### src/rtl/csr_trap_if.sv
// Instruction-side bus between the core and the machine-mode CSR/trap unit.
interface csr_trap_if;
  logic [31:0] pc;
  logic        csr_en;
  logic [2:0]  csr_op;
  logic [11:0] csr_addr;
  logic [31:0] rs1_data;
  logic [4:0]  uimm;
  logic        ecall;
  logic        mret;
  logic [31:0] csr_rdata;
  logic [31:0] mtvec;
  logic [31:0] mepc;
  logic [1:0]  pc_sel;

  // Core side: drives instruction info, receives CSR data and redirect select
  modport master (
    output pc, csr_en, csr_op, csr_addr, rs1_data, uimm, ecall, mret,
    input  csr_rdata, mtvec, mepc, pc_sel
  );

  // CSR unit side
  modport slave (
    input  pc, csr_en, csr_op, csr_addr, rs1_data, uimm, ecall, mret,
    output csr_rdata, mtvec, mepc, pc_sel
  );
endinterface

### src/rtl/csr_trap.sv
// Machine-mode CSR file with ecall/mret trap handling and a 64-bit cycle counter.
module csr_trap #(
  parameter logic [31:0] MTVEC_RST = 32'h0000_0000,
  parameter logic [31:0] MARCHID   = 32'h0178_BFFB
) (
  input  logic       clk,
  input  logic       rst,
  csr_trap_if.slave  bus
);

  localparam logic [11:0] A_MSTATUS   = 12'h300;
  localparam logic [11:0] A_MTVEC     = 12'h305;
  localparam logic [11:0] A_MEPC      = 12'h341;
  localparam logic [11:0] A_MCAUSE    = 12'h342;
  localparam logic [11:0] A_MCYCLE    = 12'hB00;
  localparam logic [11:0] A_MCYCLEH   = 12'hB80;
  localparam logic [11:0] A_MVENDORID = 12'hF11;
  localparam logic [11:0] A_MARCHID   = 12'hF12;
  localparam logic [31:0] MVENDORID   = 32'h7973_7978;
  localparam logic [31:0] MSTATUS_RST = 32'h0000_1800;

  logic [31:0] r_mtvec;
  logic [31:0] r_mepc;
  logic [31:0] r_mcause;
  logic        r_mie;
  logic        r_mpie;
  logic [63:0] r_mcycle;

  logic [31:0] w_mstatus;
  logic [31:0] w_old;
  logic [31:0] w_operand;
  logic [31:0] w_new;
  logic        w_op_wr;
  logic        w_wr;

  // MPP is hardwired to machine mode; only MIE/MPIE are stored
  assign w_mstatus = {19'b0, 2'b11, 3'b0, r_mpie, 3'b0, r_mie, 3'b0};

  // Old-value read mux; unimplemented addresses read as zero
  always_comb begin
    w_old = 32'h0;
    case (bus.csr_addr)
      A_MSTATUS:   w_old = w_mstatus;
      A_MTVEC:     w_old = r_mtvec;
      A_MEPC:      w_old = r_mepc;
      A_MCAUSE:    w_old = r_mcause;
      A_MCYCLE:    w_old = r_mcycle[31:0];
      A_MCYCLEH:   w_old = r_mcycle[63:32];
      A_MVENDORID: w_old = MVENDORID;
      A_MARCHID:   w_old = MARCHID;
      default:     w_old = 32'h0;
    endcase
  end

  assign w_operand = bus.csr_op[2] ? {27'b0, bus.uimm} : bus.rs1_data;

  // New-value computation; set/clear with a zero operand is not a write
  always_comb begin
    w_new   = w_operand;
    w_op_wr = 1'b0;
    case (bus.csr_op[1:0])
      2'b01: begin
        w_new   = w_operand;
        w_op_wr = 1'b1;
      end
      2'b10: begin
        w_new   = w_old | w_operand;
        w_op_wr = (w_operand != 32'h0);
      end
      2'b11: begin
        w_new   = w_old & ~w_operand;
        w_op_wr = (w_operand != 32'h0);
      end
      default: begin
        w_new   = w_operand;
        w_op_wr = 1'b0;
      end
    endcase
  end

  // Trap events take priority and suppress any CSR write in the same cycle
  assign w_wr = bus.csr_en & w_op_wr & ~bus.ecall & ~bus.mret;

  // Trap/CSR state: ecall > mret > software write
  always_ff @(posedge clk or posedge rst) begin
    if (rst) begin
      r_mtvec  <= MTVEC_RST;
      r_mepc   <= 32'h0;
      r_mcause <= 32'h0;
      r_mie    <= MSTATUS_RST[3];
      r_mpie   <= MSTATUS_RST[7];
    end else if (bus.ecall) begin
      r_mepc   <= bus.pc;
      r_mcause <= 32'd11;
      r_mpie   <= r_mie;
      r_mie    <= 1'b0;
    end else if (bus.mret) begin
      r_mie    <= r_mpie;
      r_mpie   <= 1'b1;
    end else if (w_wr) begin
      case (bus.csr_addr)
        A_MSTATUS: begin
          r_mie  <= w_new[3];
          r_mpie <= w_new[7];
        end
        A_MTVEC:  r_mtvec  <= {w_new[31:2], 2'b00};
        A_MEPC:   r_mepc   <= {w_new[31:2], 2'b00};
        A_MCAUSE: r_mcause <= w_new;
        default:  ;
      endcase
    end
  end

  // Free-running cycle counter; a software write replaces one half and freezes the other
  always_ff @(posedge clk or posedge rst) begin
    if (rst) begin
      r_mcycle <= 64'h0;
    end else if (w_wr && (bus.csr_addr == A_MCYCLE)) begin
      r_mcycle <= {r_mcycle[63:32], w_new};
    end else if (w_wr && (bus.csr_addr == A_MCYCLEH)) begin
      r_mcycle <= {w_new, r_mcycle[31:0]};
    end else begin
      r_mcycle <= r_mcycle + 64'd1;
    end
  end

  // Same-cycle redirect select: trap vector on ecall, return address on mret
  always_comb begin
    bus.pc_sel = 2'b00;
    if (bus.ecall) begin
      bus.pc_sel = 2'b01;
    end else if (bus.mret) begin
      bus.pc_sel = 2'b11;
    end
  end

  assign bus.csr_rdata = w_old;
  assign bus.mtvec     = r_mtvec;
  assign bus.mepc      = r_mepc;

endmodule

### src/flat_wrapper.sv
// flat-port wrapper written by rule: the top's interface ports become plain ports
module csr_trap_flat 
#(
  parameter logic [31:0] MTVEC_RST = 32'h0000_0000,
  parameter logic [31:0] MARCHID   = 32'h0178_BFFB
)
  (clk, rst, bus_pc, bus_csr_en, bus_csr_op, bus_csr_addr, bus_rs1_data, bus_uimm, bus_ecall, bus_mret, bus_csr_rdata, bus_mtvec, bus_mepc, bus_pc_sel);
  csr_trap_if bus_i ();
  input  logic clk;
  input  logic rst;
  input wire logic [$bits(bus_i.pc)-1:0] bus_pc;
  input wire logic [$bits(bus_i.csr_en)-1:0] bus_csr_en;
  input wire logic [$bits(bus_i.csr_op)-1:0] bus_csr_op;
  input wire logic [$bits(bus_i.csr_addr)-1:0] bus_csr_addr;
  input wire logic [$bits(bus_i.rs1_data)-1:0] bus_rs1_data;
  input wire logic [$bits(bus_i.uimm)-1:0] bus_uimm;
  input wire logic [$bits(bus_i.ecall)-1:0] bus_ecall;
  input wire logic [$bits(bus_i.mret)-1:0] bus_mret;
  output wire logic [$bits(bus_i.csr_rdata)-1:0] bus_csr_rdata;
  output wire logic [$bits(bus_i.mtvec)-1:0] bus_mtvec;
  output wire logic [$bits(bus_i.mepc)-1:0] bus_mepc;
  output wire logic [$bits(bus_i.pc_sel)-1:0] bus_pc_sel;
  assign bus_i.pc = bus_pc;
  assign bus_i.csr_en = bus_csr_en;
  assign bus_i.csr_op = bus_csr_op;
  assign bus_i.csr_addr = bus_csr_addr;
  assign bus_i.rs1_data = bus_rs1_data;
  assign bus_i.uimm = bus_uimm;
  assign bus_i.ecall = bus_ecall;
  assign bus_i.mret = bus_mret;
  assign bus_csr_rdata = bus_i.csr_rdata;
  assign bus_mtvec = bus_i.mtvec;
  assign bus_mepc = bus_i.mepc;
  assign bus_pc_sel = bus_i.pc_sel;
  csr_trap #(.MTVEC_RST(MTVEC_RST), .MARCHID(MARCHID)) u_core (.clk(clk), .rst(rst), .bus(bus_i));
endmodule
### config.mk
export PLATFORM = sky130hd
export DESIGN_NAME = csr_trap_flat
export DESIGN_NICKNAME = d
export VERILOG_FILES = /design/src/rtl/csr_trap_if.sv /design/src/rtl/csr_trap.sv /design/src/flat_wrapper.sv
export SDC_FILE = /design/constraint.sdc
export NUM_CORES = 1
export LEC_CHECK = 0
export ABC_AREA = 1
export BUFFER_PORTS_ARGS = -buffer_cell sky130_fd_sc_hd__buf_2
export CAP_MARGIN = 15
export CORE_ASPECT_RATIO = 1.1
export CORE_UTILIZATION = 40
export DETAILED_ROUTE_END_ITERATION = 10
export GPL_TIMING_DRIVEN = 1
export SLEW_MARGIN = 20
export SYNTH_ARGS = -nofsm -noshare
export SYNTH_HDL_FRONTEND = slang
export SYNTH_SLANG_ARGS = --single-unit
### constraint.sdc
create_clock -name clk -period 4.9 [get_ports clk]
set_input_delay 0.245 -clock clk [delete_from_list [all_inputs] [get_ports clk]]
set_output_delay 0.245 -clock clk [all_outputs]
set_load 0.01 [all_outputs]
==> out/metrics.csv <==
stage;metric;value;unit
clock_network;cts.root.buffer_cell;clkbuf_16;
cells_and_area;layout_common_cells;713 x nand2_1, 432 x nand3_1, 221 x nor2_1, 184 x buf_2, 173 x inv_1;
floorplan;die_h;186;um
synthesis;synthDominantCellAreaShare;32.4;%
timing;min_period;2.89;ns
global_routing;grt_pass1_vias;13300;
floorplan;floorplan.initialDensity;40.6;%
floorplan;rows;67;
synthesis;synth_ff_type;dfrtp_1;
floorplan;die_area;0.0316;sq mm
timing;slew_headroom;25.0;%
global_routing;grt_max_degree;87;
timing;drv_slew;0;
clock_network;cts_max_level;4;
floorplan;ioPinCount;187;
critical_path;path_class;primary input to output port;
timing;finalSetupViolCount;0;
detailed_routing;wire_per_inst;21.6;um
floorplan;core_area;0.0304;sq mm
detailed_routing;routed_wl;56.0;mm
timing;max_freq;347;MHz
clock_network;cts_tree;yes;
global_routing;groute.layer.met2.usage;52.3;%
timing;setup_ws;2.01;ns
clock_network;postCtsSetupRepairBufs;0;
global_routing;antenna_found_initial;0;
critical_path;cpPeakStageDelay;0.55;ns
pwr;irDropWorstVdd;0.254;mV
pwr;p_leak;7.67;nW
status;status;complete, no violations;
critical_path;cp.required;4.66;ns
timing;worstMarginPinSlew;1.12;ns
placed_design;gp_congestion;1.06;
cells_and_area;layout_commonest_cell;nand2_1;
clock_network;cts-buffers-inserted;17;
global_routing;met3_usage;6.98;%
hold_path;hold_class;primary input to register;
synthesis;ys_ff_latch;160;
critical_path;cp-start-kind;primary input;
synthesis;synth_cell_types;39;
pwr;powerDensity;230;mW/mm^2
critical_path;worstSetupStartpoint;bus_csr_addr[7];
placed_design;dpl.hpwl;43.3;mm
global_routing;grt_remaining_overflow;0;
global_routing;grt_util_all_layers;35.6;%
placed_design;dp_slack;1.68;ns
synthesis;synth.yosys.seq_area_share;32.4;%
detailed_routing;first_iter_violations;1674;
synthesis;syn_inst;2031;
critical_path;cp_cell_sequence;buf_2 > nor2_1 > nand2_1 > nor2_4 > buf_4 > nand2_1 > o21ai_0 > a211oi_1 > nand3_1 > buf_2;
clock_network;ctsResizeCount;0;
cells_and_area;area_delta_synth_final;14.6;%
timing;fin_hold_ws;0.0113;ns
synthesis;synth_edf_count;0;
synthesis;yosys_warnings;0;
cells_and_area;drive_gt1_share;12.7;%
cells_and_area;n_antenna_cell;0;
detailed_routing;drc_errors;0;
critical_path;path_max_fanout;26;
critical_path;critPathArrivalTime;2.64;ns
timing;fin_setup_tns;0;ns
clock_network;clock-sinks;160;
global_routing;use_met1;50.8;%
timing;finalClockSkew;0.0151;ns
critical_path;cp-end-kind;output port;
clock_network;hold_buffers;11;
clock_network;clk_pin_slew;0.06;ns
timing;hold_violations;0;
run;drv_cap;0;
clock_network;clk_latency;0.46;ns
synthesis;synth_top_cell_by_area;dfrtp_1;
global_routing;busiest_layer;met2;
global_routing;grt_pass1_wl;83.6;mm
placed_design;io_buffers;184;
hold_path;min_from;bus_pc[26];
synthesis;synth_area_leaders;dfrtp_1 32%, nand2_1 22%, nand3_1 18%, nor2_1 6.9%, inv_1 5.3%;
cells_and_area;utilization;46.6;%
floorplan;die_x;170;um
detailed_routing;viasPerCell;5.61;
critical_path;crit-reg2reg-launch;u_core.r_mcycle[0];
synthesis;synth-async-reset-ratio;100;%
synthesis;mappedNetlistArea;0.0124;sq mm
detailed_routing;final_antenna_net_count;0;
cells_and_area;layout.nets;2259;
critical_path;slowest_stage;o21ai_0;
detailed_routing;firstDrtPassIters;6;
synthesis;syn_avg_cell_area;6.09;sq um
detailed_routing;dr_total_vias;14500;
timing;rsz0062_at_grt;false;
clock_network;cts_buffer_depth;2;
timing;fin_crit_sh;58.9;%
## area by class of cell
cell class / instances / area, sq um
fillers: 3348 / 16300
multi-input cells: 1591 / 7160
flip-flops and latches: 160 / 4000
repair buffers: 216 / 1200
inverters: 183 / 697
well taps: 414 / 518
clock buffers: 19 / 453
clock inverters: 12 / 135
## through the flow
stage | power (mW) | cell area (sq um) | instances
after floorplan | 1.68 | 12400 | 2032
after global placement | 1.86 | 13500 | 2553
after detailed placement | 1.86 | 13500 | 2553
after CTS | 3.26 | 14200 | 2595
after global routing | 3.35 | 14200 | 2595
final | 3.26 | 14200 | 2595
## synth_stat cells (2+ instances only)
cell	n
a221oi_1	5
xor2_1	28
nand2_1	713
a211oi_1	2
buf_6	9
nand3_2	3
a21oi_1	5
inv_2	5
nor3_1	7
nor2_1	226
o211ai_1	23
nand3_1	433
dfrtp_1	160
o21ai_0	83
nor2_4	2
nand3b_1	4
buf_2	40
nor2_2	3
o2111a_1	3
buf_1	4
inv_1	176
nand4_1	13
o21ai_2	2
or2_2	14
clkbuf_1	33
xnor2_1	11
buf_4	12
## flip-flops by register name, summed over array words and instances (netlist names)
name,count
u_core.bus.mepc,32
u_core.bus.mtvec,30
u_core.r_mcause,32
u_core.r_mcycle,64
u_core.r_mie,1
u_core.r_mpie,1
## cell families after synthesis
family	Yosys count	share of synthesized area, %
compound gates	127	6.11
xor+xnor	39	2.76
fa+ha+maj	1	0.101
buf+inv	281	9.87
flops	160	32.4
other cells	1	0.0303
simple gates	1422	48.7
## power breakdown
group | total (mW) | internal (mW) | switching, mW
combinational | 0.411 | 0.132 | 0.279
clock | 1.40 | 0.778 | 0.621
sequential | 1.45 | 1.37 | 0.0799
## worst paths after layout
check	end	cells past startpoint	slack [ns]
max	bus_csr_rdata[12]	10	2.01
max reg2reg	u_core.r_mcycle[63]	9	2.26
min reg2reg	u_core.bus.mtvec[27]	2	0.51
min in group asynchronous	u_core.bus.mepc[29]	3	0.49
min	u_core.bus.mepc[26]	3	0.01
max in group asynchronous	u_core.r_mcycle[2]	4	3.45
## critical path, delay by kind of cell
kind / cells / cell delay [ns]
compound gates: 2 / 0.64
simple gates: 5 / 1.15
buf+inv: 3 / 0.59
## routing by layer
| layer | up-vias | wire length [um] |
|---|---|---|
| met1 | 6845 | 24600 |
| met5 | - | 0 |
| met4 | 0 | 2270 |
| li1 | 6811 | - |
| met2 | 782 | 24000 |
| met3 | 110 | 5170 |
Note: power is estimated with default switching activity, not from simulation.
